### config.mk
export PLATFORM = sky130hd
export DESIGN_NAME = rr_arb_stage
export DESIGN_NICKNAME = d
export VERILOG_FILES = /design/src/rtl/rr_arb_stage.sv
export SDC_FILE = /design/constraint.sdc
export NUM_CORES = 1
export LEC_CHECK = 0
export BUFFER_PORTS_ARGS = -buffer_cell sky130_fd_sc_hd__buf_2
export CELL_PAD_IN_SITES_DETAIL_PLACEMENT = 1
export CELL_PAD_IN_SITES_GLOBAL_PLACEMENT = 1
export CORE_ASPECT_RATIO = 0.6
export CORE_MARGIN = 1
export CORE_UTILIZATION = 27
export DETAILED_ROUTE_END_ITERATION = 7
export GPL_ROUTABILITY_DRIVEN = 0
export PLACE_DENSITY_LB_ADDON = 0.1
export SETUP_SLACK_MARGIN = 0.3
export SYNTH_ARGS = -nofsm -noshare
export SYNTH_HDL_FRONTEND = slang
export SYNTH_SLANG_ARGS = --single-unit
### constraint.sdc
create_clock -name clk -period 2.3 [get_ports clk]
set_clock_uncertainty 0.15 [all_clocks]
set_input_delay 0.115 -clock clk [delete_from_list [all_inputs] [get_ports clk]]
set_output_delay 0.115 -clock clk [all_outputs]
set_load 0.01 [all_outputs]
### src/rtl/rr_arb_stage.sv
// Registered N-to-1 round-robin arbiter stage with valid/ready on every input and the output.
// The winner is presented as captured data plus a one-hot position and a binary index.
module rr_arb_stage #(
  parameter int unsigned DATA      = 32,
  parameter int unsigned IN        = 4,
  parameter int unsigned IDX_WIDTH = ($clog2(IN) > 0 ? $clog2(IN) : 1)
) (
  input  logic                 clk,
  input  logic                 reset,
  input  logic [IN-1:0]        in_valid,
  input  logic [DATA*IN-1:0]   in_data,
  output logic [IN-1:0]        in_ready,
  output logic                 out_valid,
  input  logic                 out_ready,
  output logic [DATA-1:0]      out_data,
  output logic [IN-1:0]        out_pos,
  output logic [IDX_WIDTH-1:0] out_idx
);

  logic                 out_valid_q;
  logic [DATA-1:0]      out_data_q, out_data_d;
  logic [IN-1:0]        out_pos_q, out_pos_d;
  logic [IDX_WIDTH-1:0] out_idx_q;
  logic [IDX_WIDTH-1:0] ptr_q, ptr_d;

  logic                 load;
  logic                 found;
  logic [IDX_WIDTH-1:0] win_idx;
  int unsigned          scan_j;

  // The register can refill while it is being drained, giving one transfer per cycle.
  assign load = !out_valid_q || out_ready;

  // Scan upward from ptr, wrapping at IN-1; first requester found wins.
  always_comb begin
    found   = 1'b0;
    win_idx = '0;
    scan_j  = 0;
    for (int unsigned k = 0; k < IN; k++) begin
      scan_j = 32'(ptr_q) + k;
      if (scan_j >= IN) begin
        scan_j = scan_j - IN;
      end
      if (!found && in_valid[scan_j]) begin
        found   = 1'b1;
        win_idx = IDX_WIDTH'(scan_j);
      end
    end
  end

  always_comb begin
    in_ready = '0;
    if (load && found) begin
      in_ready[win_idx] = 1'b1;
    end
  end

  always_comb begin
    out_data_d = in_data[DATA*win_idx +: DATA];
    out_pos_d  = '0;
    out_pos_d[win_idx] = 1'b1;
    if (win_idx == IDX_WIDTH'(IN - 1)) begin
      ptr_d = '0;
    end else begin
      ptr_d = win_idx + 1'b1;
    end
  end

  always_ff @(posedge clk) begin
    if (reset) begin
      out_valid_q <= 1'b0;
      out_data_q  <= '0;
      out_pos_q   <= '0;
      out_idx_q   <= '0;
      ptr_q       <= '0;
    end else if (load) begin
      if (found) begin
        out_valid_q <= 1'b1;
        out_data_q  <= out_data_d;
        out_pos_q   <= out_pos_d;
        out_idx_q   <= win_idx;
        ptr_q       <= ptr_d;
      end else begin
        // Payload holds; only out_valid qualifies it.
        out_valid_q <= 1'b0;
      end
    end
  end

  assign out_valid = out_valid_q;
  assign out_data  = out_data_q;
  assign out_pos   = out_pos_q;
  assign out_idx   = out_idx_q;

endmodule

==> impl_metrics.env, run 1 <==
export IMPL_period_share_pct=84.91
export IMPL_worstSetupPathType="reg -> out"
export IMPL_cts_reportedPaths_clkPinSlew_ns=0.06
export IMPL_status="completed"
export IMPL_worstPathRequired_ns=2.04
export IMPL_syn_avg_cell_area_sq_um=9.418
export IMPL_drv_cap=0
export IMPL_critPathArrivalTime_ns=1.69
export IMPL_setup_viol=0
export IMPL_dp_hpwl_microns=6080
export IMPL_synth_compound_area_share_pct=17.38
export IMPL_fin_nets=556
export IMPL_grtUsageMet1_pct=23.86
export IMPL_period_minus_slack_ns=1.953
export IMPL_via_count=2516
export IMPL_rsz0062_at_grt="no"
export IMPL_drtIter0Drc=77
export IMPL_max_stage_delay_ns=0.42
export IMPL_slew_headroom_pct=62.22
export IMPL_clockBufferDepth=2
export IMPL_io_pins=178
export IMPL_synth_seq_cells=41
export IMPL_synthMuxAreaShare_pct=28.70
export IMPL_leakagePower_uw=0.001798
export IMPL_synth_xor_area_share_pct=0
export IMPL_synth_simple_area_share_pct=11.27
export IMPL_drc_errors=0
export IMPL_wl_microns=8024
export IMPL_coreArea_sq_um=7945
export IMPL_setup_tns_ns=0
export IMPL_hold_path_class="in -> reg"
export IMPL_die_h_microns=72.43
export IMPL_grtUsageMet3_pct=5.110
export IMPL_syn_inst=237
export IMPL_peakVddDrop_mv=0.3057
export IMPL_grt_pass1_vias=2451
export IMPL_power_total_uw=2621
export IMPL_cts_tree="built"
export IMPL_die_x_microns=119.4
export IMPL_dieArea_sq_um=8647
export IMPL_drive_gt1_share_pct=49.64
export IMPL_path_cells="a21oi_1, o32a_4, or3_4, inv_2, buf_6"
export IMPL_syn_area_sq_um=2232
export IMPL_synth_distinct_cells=27
export IMPL_path_buf_inv=2
export IMPL_ys_warn_count=0
export IMPL_cpMaxStageDelayCell="or3_4"
export IMPL_syn_to_final_growth_pct=59.42
export IMPL_synth_top_family_by_area="multiplexers"
export IMPL_crit_fanout=5
export IMPL_cp_start_kind="flip-flop"
export IMPL_grt_first_pass_wirelength_microns=12230
export IMPL_worstMarginPinSlew_ns=0.5615
export IMPL_crit_family="compound AO/OA/AOI/OAI gates"
export IMPL_nFillCells=975
export IMPL_powerDensity_nw_per_um2=736.7
export IMPL_overflow=0
export IMPL_synth_top_area_cell="dfxtp_1"
export IMPL_grt_max_degree=35
export IMPL_ff2ff_setup_slack_ns=0.51
export IMPL_hold_violations=0
export IMPL_synth_net_count=373
export IMPL_synthTopCellsByArea="dfxtp_1, mux2i_1, o221ai_1"
export IMPL_grt_busiest_layer="met2"
export IMPL_fmax_mhz=512.0
export IMPL_synth_fa_ha_area_share_pct=0.5605
export IMPL_grt_usage_pct=18.01
export IMPL_ctsHtreeMaxLevel=2
export IMPL_start_util_pct=28.09
export IMPL_dr_pass1_iters=4
export IMPL_root_buffer="clkbuf_16"
export IMPL_yosysSeqAreaShare_pct=36.77
export IMPL_cts_buffers=5
export IMPL_num_rows=25
export IMPL_clock_sinks=41
export IMPL_n_antenna_cell=0
export IMPL_synth_top_area_share_pct=36.77
export IMPL_clk_latency_ns=0.27
export IMPL_via_per_inst=4.756
export IMPL_antenna_found_initial=0
export IMPL_final_antenna_net_count=0
export IMPL_portBuffers=177
export IMPL_end_kind="output pin"
export IMPL_wl_per_cell_microns=15.17
export IMPL_grt_use_met2_pct=29.39
export IMPL_maxSlewViolCount=0
[Yosys cell counts]
cell       count
nor2b_1        2
nand2_1       41
or3_4          1
nand3_1        1
o21ai_0        1
and2_1         1
dfxtp_1       41
nor4_1         1
clkbuf_1       1
ha_1           1
a21o_1         2
and3_1         1
nand2b_1       3
a211oi_1       1
nand4_1        1
o221ai_1      32
or3_1          1
a21oi_2        1
a2bb2oi_1      1
o211ai_1       1
nor2_1         5
buf_2         17
buf_6          1
a21oi_1        9
mux2i_1       64
inv_1          5
o32a_1         1
[area by class of cell]
class                   count  area (sq um)  area share, %
clock buffers               7         142.6          4.008
inverters                   5         18.77         0.5274
well taps                 108         135.1          3.797
multi-input cells         172          1324          37.20
flip-flops and latches     41         825.8          23.21
repair buffers            195          1082          30.41
clock inverters             1         30.03         0.8439
[layout by cell type, fill, tap and decap left out, drive strengths merged, types with 2 or more instances in the layout]
master | synthesis | layout
a21oi | 10 | 10
a21o | 2 | 2
buf | 18 | 189
o221ai | 32 | 32
nand2b | 3 | 3
clkbuf | 1 | 8
inv | 5 | 5
or3 | 2 | 2
dfxtp | 41 | 41
mux2i | 64 | 64
nor2 | 5 | 5
nand2 | 41 | 41
nor2b | 2 | 2
dlygate4sd3 | 0 | 5
[worst register-to-register path, stage by stage, from the launching register on]
cell and delay [ns]:
dfxtp_2 0.37, a21oi_1 0.10, o32a_4 0.37, buf_4 0.16, clkbuf_16 0.19, mux2i_1 0.19, o221ai_1 0.13
[logic make-up (layout without fill, tap and decap cells)]
kind of cell             after synthesis  after routing
multiplexers                          64             64
AND/OR/NAND/NOR                       58             58
AO/OA/AOI/OAI                         49             49
flip-flops                            41             41
buffers and inverters                 24            208
adder cells (fa/ha/maj)                1              1
[routing by layer]
layer / vias to the layer above / part of all wire [%]
met2: 101 / 45
met5: - / 0
met3: 4 / 7.2
met1: 1158 / 47
met4: 0 / 0.69
li1: 1253 / -
[power breakdown]
| group | internal (uW) | switching (uW) |
|---|---|---|
| Clock | 542 | 264 |
| Combinational | 463 | 458 |
| Sequential | 831 | 64.3 |
| Total | 1840 | 786 |
[state kept, by name (all words and copies together), names as in the netlist]
| register | flops |
|---|---|
| out_data | 32 |
| out_idx | 2 |
| out_pos | 4 |
| out_valid | 1 |
| ptr_q | 2 |
[metrics by stage]
stage / worst slack (ns) / hold WS (ns) / std cells / utilization [%] / cell area [sq um]
floorplan: 0.5752 / 0.1566 / 237 / - / 2232
global placement: 0.4619 / 0.2726 / 512 / 40.90 / 3249
detailed placement: 0.4821 / 0.2760 / 512 / 40.90 / 3249
CTS: 0.2974 / 0.0004069 / 525 / 43.94 / 3491
global route: 0.3000 / 0.01228 / 529 / 44.79 / 3558
finish: 0.3470 / 0.004619 / 529 / 44.79 / 3558
[worst paths after layout]
check	endpoint	from	depth (start not counted)
setup / recovery	in_ready[0]	ptr_q[1]	5
setup reg to reg	out_data[8]	ptr_q[1]	6
hold / removal	out_pos[0]	reset	2
hold reg to reg	out_pos[2]	out_pos[2]	2
[what timing repair did]
item,4_1_cts,5_1_grt
setup buffers,0,3
endpoints found under the setup margin,2,4
endpoints found under the hold margin,4,0
hold buffers,5,0
gates cloned,0,1
pin swaps,3,2
resized for setup,7,5
Power figures use the tool's default switching activity.
==> run 2: changes to the inputs <==
--- a/config.mk
+++ b/config.mk
@@ -5,12 +5,13 @@
 export SDC_FILE = /design/constraint.sdc
 export NUM_CORES = 1
 export LEC_CHECK = 0
+export ABC_AREA = 1
 export BUFFER_PORTS_ARGS = -buffer_cell sky130_fd_sc_hd__buf_2
 export CELL_PAD_IN_SITES_DETAIL_PLACEMENT = 1
 export CELL_PAD_IN_SITES_GLOBAL_PLACEMENT = 1
 export CORE_ASPECT_RATIO = 0.6
 export CORE_MARGIN = 1
-export CORE_UTILIZATION = 27
+export CORE_UTILIZATION = 29
 export DETAILED_ROUTE_END_ITERATION = 7
 export GPL_ROUTABILITY_DRIVEN = 0
 export PLACE_DENSITY_LB_ADDON = 0.1
==> constraint.sdc (replaced) <==
create_clock -name clk -period 1.9 [get_ports clk]
set_clock_uncertainty 0.15 [all_clocks]
set_input_delay 0.095 -clock clk [delete_from_list [all_inputs] [get_ports clk]]
set_output_delay 0.095 -clock clk [all_outputs]
set_load 0.01 [all_outputs]
==> run 2 against run 1 <==
The flow now finishes with violations (setup timing). Highest routed layer unchanged. Sequential cell count unchanged. Sequential power up 70%. Sequential share of layout area down 10 points. Area after synthesis up 49%. Critical path depth up 10. Largest power group unchanged. Critical path type is now reg -> reg. Non-clock buffer count up 82. First-iteration DRC count up 140%.
==> impl_metrics.env, run 2 <==
export IMPL_status="finished with violations"
export IMPL_violations="setup timing"
export IMPL_final_antenna_net_count=0
export IMPL_hold_violations=0
export IMPL_grt_pass1_vias=5082
export IMPL_r2r_end="out_data[15]"
export IMPL_switchingPower_uw=7776
export IMPL_cts_buffers=5
export IMPL_detailedPlace_worstSlack_ns=-0.2807
export IMPL_dieArea_sq_um=11900
export IMPL_whs_path_depth=5
export IMPL_overflow=0
export IMPL_mostFrequentLayoutCells="buf_2, inv_1, nand2_1, nor2_1, nand3_2"
export IMPL_yosysMostFrequentCell="nand2_1"
export IMPL_setup_viol=45
export IMPL_clockBufferDepth=2
export IMPL_clk_latency_ns=0.29
export IMPL_via_count=5084
export IMPL_crit_fanout=8
export IMPL_finalWorstSetupSlack_ns=-0.5009
export IMPL_period_share_pct=126.4
export IMPL_cts_tree="built"
export IMPL_drc_errors=0
export IMPL_ctsHtreeMaxLevel=2
export IMPL_path_cells="inv_4, nand2_1, nand2_2, nand2_2, nand2_2, nor2_4, buf_6, nand3_4, nand3_4, buf_4, buf_6, buf_8, nand2_8, nor2_1, nor2_1"
export IMPL_dr_pass1_iters=4
export IMPL_rr_startpoint="ptr_q[1]"
export IMPL_cts_reportedPaths_clkPinSlew_ns=0.08
export IMPL_grt_usage_pct=28.16
export IMPL_drive_gt1_share_pct=54.09
export IMPL_grt_first_pass_wirelength_microns=26050
export IMPL_wl_per_cell_microns=20.40
export IMPL_synth_net_count=733
export IMPL_worstMarginPinSlew_ns=0.7755
export IMPL_peakVddDrop_mv=0.9132
export IMPL_root_buffer="clkbuf_16"
export IMPL_slew_headroom_pct=48.30
export IMPL_maxSlewViolCount=0
export IMPL_worstSetupPathType="reg -> reg"
export IMPL_final_common_cell="buf_2"
export IMPL_p_int_uw=7807
export IMPL_cp_start_kind="flip-flop"
export IMPL_syn_area_sq_um=3321
export IMPL_synthArstFlopShare_pct=0
export IMPL_cpMostUsedCell="nand2_2"
export IMPL_p_clk_share_pct=6.9
export IMPL_portBuffers=177
export IMPL_grt_max_degree=36
export IMPL_rsz0062_at_grt="yes"
export IMPL_fmax_mhz=416.5
export IMPL_hold_path_class="in -> reg"
export IMPL_die_x_microns=140.1
export IMPL_start_util_pct=30.61
export IMPL_synthTopCellsByArea="dfxtp_1, nand2_1, nand3_1"
export IMPL_combinationalPowerShare_pct=83.4
export IMPL_period_minus_slack_ns=2.401
export IMPL_ys_flop_type="dfxtp_1"
export IMPL_n_antenna_cell=0
export IMPL_syn_avg_cell_area_sq_um=5.562
export IMPL_fin_cells=982
export IMPL_leakagePower_uw=0.003715
export IMPL_io_pins=178
export IMPL_seqPwrFrac_pct=9.7
export IMPL_clock_sinks=41
export IMPL_num_rows=29
export IMPL_worstPathRequired_ns=1.93
export IMPL_synth_edff_count=0
export IMPL_powerDensity_nw_per_um2=2391
export IMPL_synth_common_cells="nand2_1, nor2_1, inv_1, nand3_1, dfxtp_1"
export IMPL_wl_microns=20040
export IMPL_drv_cap=0
export IMPL_synth_distinct_cells=23
export IMPL_ys_warn_count=0
export IMPL_r2r_cells=15
export IMPL_place_inst=913
export IMPL_startpoint="ptr_q[1]"
export IMPL_coreArea_sq_um=10850
export IMPL_yosysSeqAreaShare_pct=24.72
export IMPL_fin_nets=978
export IMPL_synth_top_area_cell="dfxtp_1"
export IMPL_largest_register_ff_count=32
export IMPL_endpoint="out_data[15]"
export IMPL_ff2ff_setup_slack_ns=-0.50
export IMPL_swShare_pct=49.90
export IMPL_synth_top_area_share_pct=24.72
export IMPL_syn_to_final_growth_pct=96.27
export IMPL_cpMaxStageDelayCell="dfxtp_4"
export IMPL_drtIter0Drc=187
export IMPL_antenna_found_initial=0
export IMPL_critPathArrivalTime_ns=2.43
export IMPL_synth_seq_cells=41
export IMPL_dp_hpwl_microns=10270
export IMPL_end_kind="flip-flop"
export IMPL_max_stage_delay_ns=0.41
export IMPL_via_per_inst=5.177
export IMPL_syn_inst=597
export IMPL_die_h_microns=84.89
-- run 2: cell types whose count changed after synthesis, sizes merged, moves of 3 or more --
| cell | before | now |
|---|---|---|
| nand2 | 41 | 156 |
| buf | 18 | 31 |
| inv | 5 | 105 |
| o221ai | 32 | 0 |
| nand2b | 3 | 0 |
| nand3 | 1 | 92 |
| clkbuf | 1 | 9 |
| o21ai | 1 | 18 |
| nand4 | 1 | 34 |
| nor2 | 5 | 102 |
| a21oi | 10 | 6 |
| mux2i | 64 | 0 |
-- run 2: area by class of cell --
class / instances / area (sq um)
Fill cell: 1386 / 4332
Tap cell: 139 / 173.9
Clock buffer: 6 / 138.9
Sequential cell: 41 / 828.3
Clock inverter: 2 / 37.54
Multi-Input combinational cell: 412 / 2673
Timing Repair Buffer: 277 / 2252
Inverter: 105 / 414.1
-- run 2: how the worst min path moves through the flow --
stage	from	end	slack [ns]
detailed placement	in_data[79]	out_data[15]	0.28
floorplan	in_data[64]	out_data[0]	0.17
global route	in_data[117]	out_data[21]	0.05
global placement	in_data[85]	out_data[21]	0.27
finish	in_data[68]	out_data[4]	0.02
CTS	in_data[71]	out_data[7]	0.00002
-- run 2: routing by layer --
metal  up-vias  global-route usage (%)  wire (microns)
met4         0                   8.392             617
met3        44                   4.345            1152
met2       204                   48.27            9796
met5         -                       0               0
li1       2359                       -               -
met1      2477                   36.73            8468
-- run 2: what timing repair did --
action,CTS,global route
hold buffers,13,0
hold endpoints to repair,9,0
cloned,11,4
endpoints found under the setup margin,45,45
gates resized for setup,89,158
pin swaps,42,46
setup buffers,17,16
-- run 2: kinds of logic (layout without fill, tap and decap cells) --
kind of cell,Yosys count,in the layout,synth area share [%]
buf+inv,145,390,19.56
fa+ha+maj,1,1,0.3767
compound gates,26,26,4.032
flops,41,41,24.72
simple gates,384,385,51.32
-- run 2: per-stage QoR --
stage	hold WS [ns]	power, uW	instance area (sq um)	util (%)	TNS (ns)
after floorplan	0.1698	6220	3446	-	-0.06679
after global placement	0.2699	8188	4652	42.88	-2.867
after detailed placement	0.2761	8440	4652	42.88	-8.219
after CTS	0.00002237	12240	5669	52.25	-6.860
after global routing	0.04545	16390	6518	60.07	-19.60
final	0.02360	15580	6518	60.07	-15.75
-- run 2: power groups by stage --
stage               clock (uW)  sequential, uW  combinational (uW)
global route              1100            1550               13700
detailed placement           0            1490                6950
floorplan                    0            1570                4650
finish                    1070            1520               13000
CTS                       1060            1490                9690
global placement             0            1480                6710
-- run 2: critical path: cells and delay by family, from the launching register on --
kind,cells,cell delay [ns]
flip-flops,1,0.41
buffers and inverters,5,0.58
AND/OR/NAND/NOR,10,1.14
